## config.mk

```make
export PLATFORM = sky130hd
export DESIGN_NAME = wave_generator_high
export DESIGN_NICKNAME = d
export VERILOG_FILES = /design/src/rtl/wave_generator_high.sv
export SDC_FILE = /design/constraint.sdc
export NUM_CORES = 1
export LEC_CHECK = 0
export CORE_MARGIN = 4
export CORE_UTILIZATION = 56
export CTS_CLUSTER_SIZE = 28
export DETAILED_ROUTE_END_ITERATION = 10
export GPL_TIMING_DRIVEN = 0
export PLACE_DENSITY_LB_ADDON = 0.05
export SYNTH_ARGS = -nofsm -noshare
export SYNTH_HDL_FRONTEND = slang
export SYNTH_SLANG_ARGS = --single-unit
```

## constraint.sdc

```tcl
create_clock -name clk -period 5.45 [get_ports clk]
set_input_delay 1.635 -clock clk [delete_from_list [all_inputs] [get_ports clk]]
set_output_delay 1.635 -clock clk [all_outputs]
set_load 0.005 [all_outputs]
```

## src/rtl/wave_generator_high.sv

```systemverilog
// wave_generator_high: burst square-wave stimulus source.
// A configuration request latches a half-period, an amplitude and a period count.
// The block then emits one signed 16-bit sample per clock on both channels:
// half_period clocks at the hi level, then half_period clocks at the lo level,
// repeated. Both levels are centred on the MID DC level.
// Optional feature macro: WAVE_GEN_RGHT_INV_EN. When it is defined, the right
// channel is the left channel mirrored about MID while a burst runs.
// Handshake: a request is taken on a rising edge where cfg_vld && cfg_rdy.
// cfg_rdy is high only in IDLE, and cfg_vld at any other time has no effect.
// dbg_state exposes the FSM state for checkers.
module wave_generator_high #(
   parameter int MID      = 567,
   parameter int MIN_HALF = 2
) (
   input  logic               clk,
   input  logic               rst,
   input  logic               cfg_vld,
   output logic               cfg_rdy,
   input  logic [21:0]        half_period,
   input  logic [11:0]        amp,
   input  logic [7:0]         n_cycles,
   input  logic               stop,
   output logic signed [15:0] lft_out,
   output logic signed [15:0] rght_out,
   output logic               smpl_vld,
   output logic               busy,
   output logic               done,
   output logic               cfg_err,
   output logic [1:0]         dbg_state
);

   typedef enum logic [1:0] {IDLE = 2'd0, HIGH = 2'd1, LOW = 2'd2} state_t;

   localparam logic signed [15:0] MID16      = 16'(MID);
   localparam logic [21:0]        MIN_HALF22 = 22'(MIN_HALF);

   state_t             state;
   logic [21:0]        hp_r;
   logic [21:0]        cnt;
   logic [7:0]         nc_r;
   logic [7:0]         per_cnt;
   logic signed [15:0] hi_r;
   logic signed [15:0] lo_r;
   logic signed [15:0] half_amp;
   logic signed [15:0] odd_amp;
   logic signed [15:0] hi_new;
   logic signed [15:0] lo_new;
   logic               cnt_end;
   logic               last_period;

   // Right-channel value for a given left-channel level
   function automatic logic signed [15:0] rght_of(input logic signed [15:0] v);
`ifdef WAVE_GEN_RGHT_INV_EN
      rght_of = MID16 + MID16 - v;
`else
      rght_of = v;
`endif
   endfunction

   // Burst levels from the requested amplitude. The odd LSB goes to hi, so hi - lo == amp
   always_comb begin
      half_amp = {5'd0, amp[11:1]};
      odd_amp  = {15'd0, amp[0]};
      hi_new   = MID16 + half_amp + odd_amp;
      lo_new   = MID16 - half_amp;
   end

   assign cnt_end     = (cnt == hp_r - 22'd1);
   assign last_period = (nc_r != 8'd0) && (per_cnt == nc_r - 8'd1);
   assign dbg_state   = state;

   // FSM with registered outputs: accept or reject requests, sequence the hi/lo half-periods
   always_ff @(posedge clk or posedge rst) begin
      if (rst) begin
         state    <= IDLE;
         hp_r     <= '0;
         nc_r     <= '0;
         cnt      <= '0;
         per_cnt  <= '0;
         hi_r     <= MID16;
         lo_r     <= MID16;
         lft_out  <= MID16;
         rght_out <= MID16;
         smpl_vld <= 1'b0;
         busy     <= 1'b0;
         cfg_rdy  <= 1'b1;
         done     <= 1'b0;
         cfg_err  <= 1'b0;
      end else begin
         done    <= 1'b0;
         cfg_err <= 1'b0;
         case (state)
            IDLE: begin
               if (cfg_vld && cfg_rdy) begin
                  if (half_period < MIN_HALF22) begin
                     cfg_err <= 1'b1;
                  end else begin
                     hp_r     <= half_period;
                     nc_r     <= n_cycles;
                     hi_r     <= hi_new;
                     lo_r     <= lo_new;
                     cnt      <= '0;
                     per_cnt  <= '0;
                     state    <= HIGH;
                     lft_out  <= hi_new;
                     rght_out <= rght_of(hi_new);
                     smpl_vld <= 1'b1;
                     busy     <= 1'b1;
                     cfg_rdy  <= 1'b0;
                  end
               end
            end
            HIGH: begin
               if (stop) begin
                  state    <= IDLE;
                  cnt      <= '0;
                  lft_out  <= MID16;
                  rght_out <= MID16;
                  smpl_vld <= 1'b0;
                  busy     <= 1'b0;
                  cfg_rdy  <= 1'b1;
                  done     <= 1'b1;
               end else if (cnt_end) begin
                  cnt      <= '0;
                  state    <= LOW;
                  lft_out  <= lo_r;
                  rght_out <= rght_of(lo_r);
               end else begin
                  cnt <= cnt + 22'd1;
               end
            end
            LOW: begin
               if (stop || (cnt_end && last_period)) begin
                  // A stop that coincides with the natural end still gives one done pulse
                  state    <= IDLE;
                  cnt      <= '0;
                  lft_out  <= MID16;
                  rght_out <= MID16;
                  smpl_vld <= 1'b0;
                  busy     <= 1'b0;
                  cfg_rdy  <= 1'b1;
                  done     <= 1'b1;
               end else if (cnt_end) begin
                  // Continuous mode lets the period counter wrap harmlessly
                  cnt      <= '0;
                  per_cnt  <= per_cnt + 8'd1;
                  state    <= HIGH;
                  lft_out  <= hi_r;
                  rght_out <= rght_of(hi_r);
               end else begin
                  cnt <= cnt + 22'd1;
               end
            end
            default: begin
               state    <= IDLE;
               cnt      <= '0;
               lft_out  <= MID16;
               rght_out <= MID16;
               smpl_vld <= 1'b0;
               busy     <= 1'b0;
               cfg_rdy  <= 1'b1;
            end
         endcase
      end
   end

endmodule

```

### Yosys cells after proc, flatten, opt, wreduce, memory -nomap -nowiden

Index checks and enable logic that the tools add are counted.

* eq/ne operators: 12
* reduce and logical (&&, ||, !) cells: 12
* bitwise gates (word level): 1
* add/subtract/negate cells: 7
* multiplexer cells: 41
* $lt $le $gt $ge: 1

Operators by type and width (count)
* 22-bit two-way mux: 5
* 16-bit two-way mux: 6
* 22-bit case mux with 3 select lines: 1
* 16-bit case mux with 3 select lines: 1
* 8-bit two-way mux: 4
* 22-bit by 1-bit adder with 22-bit output, second input constant: 1
* 22-bit == test: 1
* 22-bit by 2-bit < comparator with 1-bit output, second input constant: 1
* 22-bit by 1-bit subtractor with 22-bit output, second input constant: 1
* 8-bit case mux with 2 select lines: 1
* 12-bit by 1-bit adder with 13-bit output: 1
* 1-bit two-way mux: 13
* 10-bit by 11-bit adder with 12-bit output, first input constant: 1
* 2-bit two-way mux: 6
* 2-bit inequality test, second input constant: 6
* 10-bit by 11-bit subtractor with 12-bit output, first input constant: 1
* 8-bit by 1-bit adder with 8-bit output, second input constant: 1
* 8-bit == test: 1
* 4-bit AND reduction: 2
* 8-bit nonzero test: 1
* 8-bit by 1-bit subtractor with 8-bit output, second input constant: 1
* 3-bit inequality test, second input constant: 2
* 1-bit case mux with 3 select lines: 2
* 2-bit case mux with 3 select lines: 1
* 11 further kinds: 13

* logic and storage cells: 86
* register bits: 114

### Longest topological paths before layout

* depth in word-level cells: 7
* gate-level depth with buffers: 14
* mapped depth without buffers: 12

### Least setup slack after synthesis

No wires, ideal clock.

* path kind: input-to-reg
* from: input port half_period[3]
* to: register hi_r[10]
* stages: 8
* required time: 5325 ps
* data arrival time: 3727 ps
* path slack: 1598 ps
* path through: or4_1 nor4_1 nand3b_1 inv_1 nand2_1 clkbuf_1 clkbuf_1 mux2_2

* cells in the longest elaborated chain, start to end: 3

Ends and longest elaborated chain
* start: declaration: line 19 `input logic [21:0] half_period,`
* 22-bit by 2-bit < comparator with 1-bit output: line 95 `if (half_period < MIN_HALF22) begin`
* 1-bit inverter (no source line)
* 3-bit AND reduction (no source line)
* end signal: assignment: line 100 `hi_r <= hi_new;`
* end: declaration: line 42 `logic signed [15:0] hi_r;`

No other way between the ends.
A chain may end at the register's enable or synchronous reset.

### Worst setup path in the final report

* from: input port half_period[12]
* to: register nc_r[6]

* cells in the longest elaborated chain, start to end: 3

Ends and longest elaborated chain
* 22-bit by 2-bit < comparator with 1-bit output: line 95
* 1-bit inverter (no source line)
* 3-bit AND reduction (no source line)
* end signal: assignment: line 99 `nc_r <= n_cycles;`
* end: declaration: line 40 `logic [7:0] nc_r;`

No other way between the ends.

==> impl_results.md <==
* Internal Power at 2.105 mW
* Post-Syn Instances at 646
* Fin. Hold Viols at 0
* Required @ worst endpoint at 5710 ps
* Die area at 12860 um^2
* CTS tree: yes
* Die width at 113.4 um
* Synth Area per Inst at 9.628 um^2
* Post-CTS setup buffers at 0
* Seq pwr share at 0.391
* Antenna violations before repair at 0
* WL per Instance at 17.86 um
* Gpl congestion at 0.8534
* Yosys reg bits at 103
* Dpl hpwl at 12000 um
* # IOs at 85
* Max-cap violation count at 0
* Final ANT Viol Nets at 0
* Ys Warns at 0
* Clock power share at 0.126
* Syn_nets at 704
* Prevailing post-synth register cell: dfrtp_1
* Core area at 10840 um^2
* Clock latency on the worst-skew pair at 380 ps
* Die Ht at 113.4 um
* Arr. time, crit path at 5470 ps
* Synth top area cells: dfrtp_1 (34%), dfstp_2 (8.0%), mux2_2 (7.1%), xnor2_1 (5.5%), nand2_1 (3.9%)
* Outcome: completed
* PD cells at 475.3 nW/um^2
* PostCTS Resize Cnt at 0
* F_max at 192.0 MHz
* DR iter-0 viols at 363
* Worst Hold Class: flip-flop to flip-flop
* Diode count at 0
* Placed cell count at 868
* Clock transition at path regs at 100 ps
* CTS Buf Count at 9
* P_sw at 1.419 mW
* Max stage delay on crit path at 640 ps
* Slew HR at 0.4733
* First-pass GRT wire length at 26130 um
* Setup_tns at 0 ps
* Final setup fails at 0
* EDFF count, synth at 0
* Clock Sinks at 103
* Tmin final at 5208 ps
* Critical path class: primary input to flip-flop
* CP max stage cell: nor4_1
* DRC at 0
* Hold_ws at 490.2 ps
* Synth area leader: dfrtp_1
* Final Util at 0.6840
* Post-synth ARST share at 1.000
* GR Overflow Total at 0
* Post-Layout Cell Count at 884
* Row cnt at 38
* CTS root buffer: clkbuf_8
* Gate power share at 0.482
* Max Root-Sink Buffers at 2
* Part of the cycle the worst path needs at 0.9556
* Synthesized cell area at 6220 um^2
* P_leak at 3.082 nW
* Starting Density at 0.5738
* Total track usage at 0.2509
* # H-tree levels at 3
* Number of global-route vias before repair at 5203
* Distinct cells, synth at 63
* RSZ-0062 raised after global routing: no
* Peak VDD IR at 260.8 uV
* Top cell type's share of synthesized area at 0.3380
* Vias at 5238
* Routed WL at 15790 um
* Clk_skew at 12.79 ps
* Slew @ Worst Pin at 782.9 ps
* I/O Buffers at 81
* DRT Pass-1 Iters at 5
* Most common cell in the netlist: dfrtp_1
* Top post-synthesis cells by count: dfrtp_1 (84), nand2_1 (65), o21ai_0 (44)
* Area Overhead vs Synth at 19.21%
* Critical path capture point type: flip-flop
* Register area share after synthesis at 0.4182
* Worst-path fanout max at 10
* Share of cells above drive strength 1 at 0.1640
* Final Max Slew Viols at 0
* CP Launch Type: primary input
* Switching Share at 0.4026
* Fillers at 857
* Number of nets in the layout at 797
* Vias per cell at 5.925
* CP cell instances: clkdlybuf4s50_1 -> nor4_1 -> nand4_1 -> nor4_1 -> nand3b_1 -> inv_1 -> nand2_1 -> clkbuf_1 -> clkbuf_1 -> mux2_2
* Pin count of the biggest net entering global routing at 72
* CTS Hold Buffers Added at 0
critical path: cells and delay by family:
kind,cells,cell delay (ps)
and+or+nand+nor,5,1830
buffers and inverters,4,1580
muxes,1,410
per-layer routing:
metal | share of wire | track usage | up-vias
met3 | 0.056 | 0.04721 | 13
met5 | 0 | 0 | -
met4 | 0.016 | 0.07772 | 0
li1 | - | - | 2501
met1 | 0.47 | 0.3591 | 2569
met2 | 0.46 | 0.3898 | 155
per-stage QoR:
stage / power [mW] / instance area (um^2) / worst slack, ps
6_report: 3.524 / 7415 / 242.1
5_1_grt: 3.778 / 7415 / 63.67
4_1_cts: 3.531 / 7415 / 250.7
3_5_place_dp: 3.074 / 7236 / -87.67
3_3_place_gp: 3.002 / 7206 / -343.2
2_1_floorplan: 2.438 / 6220 / 1143
registers in the layout, summed over array words and instances (netlist names):
name and count:
busy 1, cfg_err 1, cfg_rdy 1, cnt 22, dbg_state 2, done 1, hi_r 12, hp_r 22
lo_r 12, nc_r 8, per_cnt 8, rght_out 13
kinds of logic after synthesis:
logic type,share of synthesized area
muxes,0.07403
xor gates and xnor gates,0.08449
buffers and inverters,0.05914
DFF,0.4182
adders and majority gates,0.02414
and+or+nand+nor,0.1967
AOI/OAI and AO/OA,0.1432
layout make-up:
class                      instances  area (um^2)  share of cell area
inverter                          19        73.82            0.009956
clock buffer                       9        123.9             0.01671
sequential                       103         2601              0.3508
timing repair buffer              82        838.3              0.1131
clock inverter                     7        55.05            0.007425
tap                              140        175.2             0.02362
multi-input combinational        471         3251              0.4384
buffer                            53        296.5             0.03999
path summary, 6_finish.rpt:
check	slack [ps]	start	end	depth (start not counted)
max	240	half_period[12]	nc_r[6]	10
min	490	hi_r[4]	hi_r[4]	2
max reg2reg	1820	hp_r[0]	rght_out[1]	13
min reg2reg	490	hi_r[4]	hi_r[4]	2
max in group asynchronous	3110	rst	cfg_rdy	3
min in group asynchronous	1610	rst	cnt[4]	2
power groups by stage:
stage / combinational, mW / clock, mW / sequential (mW)
global placement: 1.63 / 0 / 1.37
detailed placement: 1.69 / 0 / 1.38
global route: 1.87 / 0.487 / 1.42
floorplan: 1.14 / 0 / 1.29
CTS: 1.70 / 0.458 / 1.37
finish: 1.70 / 0.446 / 1.38
layout by cell type (no fill, tap or decap), drive strengths merged, types with 21 or more instances in the layout:
master and instances:
dfrtp 84, clkdlybuf4s50 81, nand2 65, o21ai 45, mux2 40, xnor2 39
clkbuf 33, a21oi 32, buf 30, nor2 28, inv 22, xor2 21
Note: power is estimated with default switching activity, not from simulation.
==> RTL change, RTL diff (same settings) <==
The option `WAVE_GEN_RGHT_INV_EN` is turned on by a define.
--- a/src/rtl/wave_generator_high.sv
+++ b/src/rtl/wave_generator_high.sv
@@ -9,4 +9,6 @@
 // cfg_rdy is high only in IDLE, and cfg_vld at any other time has no effect.
 // dbg_state exposes the FSM state for checkers.
+`define WAVE_GEN_RGHT_INV_EN
+
 module wave_generator_high #(
    parameter int MID      = 567,
Formal check against the unedited RTL: not equivalent (a bounded check fails within 4 cycles, from zero or initial values and one cycle with rst high).
==> RTL change against the original RTL <==
Design area rose by 22%; die area increased by 18%; sequential share of layout area shrank 2.0 points; register-to-register slack got worse by 0.08 ns; global-route usage increased by 2.9 points; synthesized cell count is 23% higher; sequential cell count grew 15; count of clock-buffer cells in the layout is 10 higher; clock power increased by 150%; setup slack better by 0.13 ns; power increased by 39%; area after synthesis grew 19%; routed wire length up 28%; critical path depth shrank 1.
==> RTL change: results (changes against the original RTL) <==
| Metric | Value |
|---|---|
| Clk root buf | clkbuf_16 (was clkbuf_8) |
| Commonest cells post-synth | dfrtp_1 (94), nand2_1 (68), nor2_1 (67) (was dfrtp_1 (84), nand2_1 (65), o21ai_0 (44)) |
| Rel. slew slack | 28.65% (was 47.33%) |
| Yosys cell types | 68 (was 63) |
| Post-CTS setup buffer count | 0 (unchanged) |
| Vias in the first global route | 6549 (was 5203) |
| Leak | 3.593 nW (was 3.082 nW) |
| Via density | 6.186 (was 5.925) |
| GR met1 Demand/Resource | 38.71% (was 35.91%) |
| Worst-path clk slew | 0.06 ns (was 0.10 ns) |
| Yosys warning count | 0 (unchanged) |
| DRT iter0 DRCs | 653 (was 363) |
| Met2 Use GR | 42.67% (was 38.98%) |
| RD Place Congestion | 0.8885 (was 0.8534) |
| GRT Resource Usage Total | 27.96% (was 25.09%) |
| H-tree Lvls | 4 (was 3) |
| Mean area per synthesized cell | 9.339 sq um (was 9.628 sq um) |
| Area of placed instances | 0.008451 sq mm (was 0.007236 sq mm) |
| DR pass1 iterations | 8 (was 5) |
| Cts bufs inserted | 17 (was 9) |
| CP arrival | 5.42 ns (was 5.47 ns) |
| DPL Wire Length | 14590 microns (was 12000 microns) |
| Peak supply drop | 0.3635 mV (was 0.2608 mV) |
| Status | complete, no violations (unchanged) |
| Port Buffers | 79 (was 81) |
| Largest net degree at the start of global routing | 86 (was 72) |
| M3 GR Usage | 6.999% (was 4.721%) |
| Placed insts | 1046 (was 868) |
| DP Worst Slack | 0.04279 ns (was -0.08767 ns) |
| Drt wl/cell | 18.73 microns (was 17.86 microns) |
| Register area share after synthesis | 40.28% (was 41.82%) |
| Layout cells sized above 1 | 13.80% (was 16.40%) |
| First-pass GRT wire length | 32940 microns (was 26130 microns) |
| Worst skew pair latency | 0.43 ns (was 0.38 ns) |
| Largest cells by area after synthesis | dfrtp_1 (32%), dfstp_2 (8.5%), xnor2_1 (6.5%), mux2_2 (5.8%), xor2_1 (5.1%) (was dfrtp_1 (34%), dfstp_2 (8.0%), mux2_2 (7.1%), xnor2_1 (5.5%), nand2_1 (3.9%)) |
| Fin Clk Skew | 0.007932 ns (was 0.01279 ns) |
| FFs w/ async S/R, synth | 100.0% (unchanged) |
| Top Registers | cnt x22, hp_r x22, rght_out x15 (was cnt x22, hp_r x22, rght_out x13) |
| Net count after synthesis | 854 (was 704) |
## RTL change: cell count changes in the layout (fill, tap and decap cells not counted), moves of 9 or more
cell / delta
inv_1: +11
nor3_1: +20
o2bb2ai_1: +17
nor2_1: +40
a21oi_1: -11
a31oi_1: +9
xor2_1: +22
buf_4: -17
clkbuf_16: +17
or3_1: -10
xnor2_1: +16
dfrtp_1: +10
## RTL change: where the power goes
group	leakage [nW]	switching, mW	internal (mW)
Combinational	1.88	1.13	1.02
Clock	0.263	0.419	0.679
Sequential	1.45	0.388	1.27
## RTL change: cells by family after synthesis
kind of cell / share of synthesized area [%]
buffers and inverters: 4.156
and+or+nand+nor: 18.92
muxes: 6.724
xor gates and xnor gates: 11.59
AOI/OAI and AO/OA: 15.80
adders and majority gates: 2.534
DFF: 40.28
## RTL change: area by class of cell
type	instances	area [sq um]
clock inverter	13	132.6
buffer	44	195.2
inverter	30	117.6
sequential	118	2983
fill	984	3747
multi-input combinational	601	4116
tap	172	215.2
timing repair buffer	81	823.3
clock buffer	19	442.9
## RTL change: final timing paths
check / slack [ns] / end / from / cells past startpoint
max in group asynchronous: 3.12 / hi_r[5] / rst / 3
min in group asynchronous: 1.57 / hp_r[18] / rst / 2
min reg2reg: 0.49 / rght_out[7] / rght_out[7] / 1
max reg2reg: 1.74 / rght_out[1] / hp_r[0] / 12
min: 0.49 / rght_out[7] / rght_out[7] / 1
max: 0.37 / rght_out[14] / half_period[6] / 9
## RTL change: routing by layer
metal | part of all wire [%] | vias to the layer above
li1 | - | 3073
met1 | 45 | 3256
met2 | 45 | 297
met3 | 7.6 | 42
met4 | 2.2 | 0
met5 | 0 | -
## RTL change: worst max-delay path, cell delays in order
cell and delay, ns:
clkdlybuf4s50_1 0.43, nor4_1 0.61, nand2_1 0.14, o311ai_0 0.90
nand2_1 0.46, and4_1 0.41, nor2_2 0.39, buf_2 0.30
o2bb2ai_1 0.14
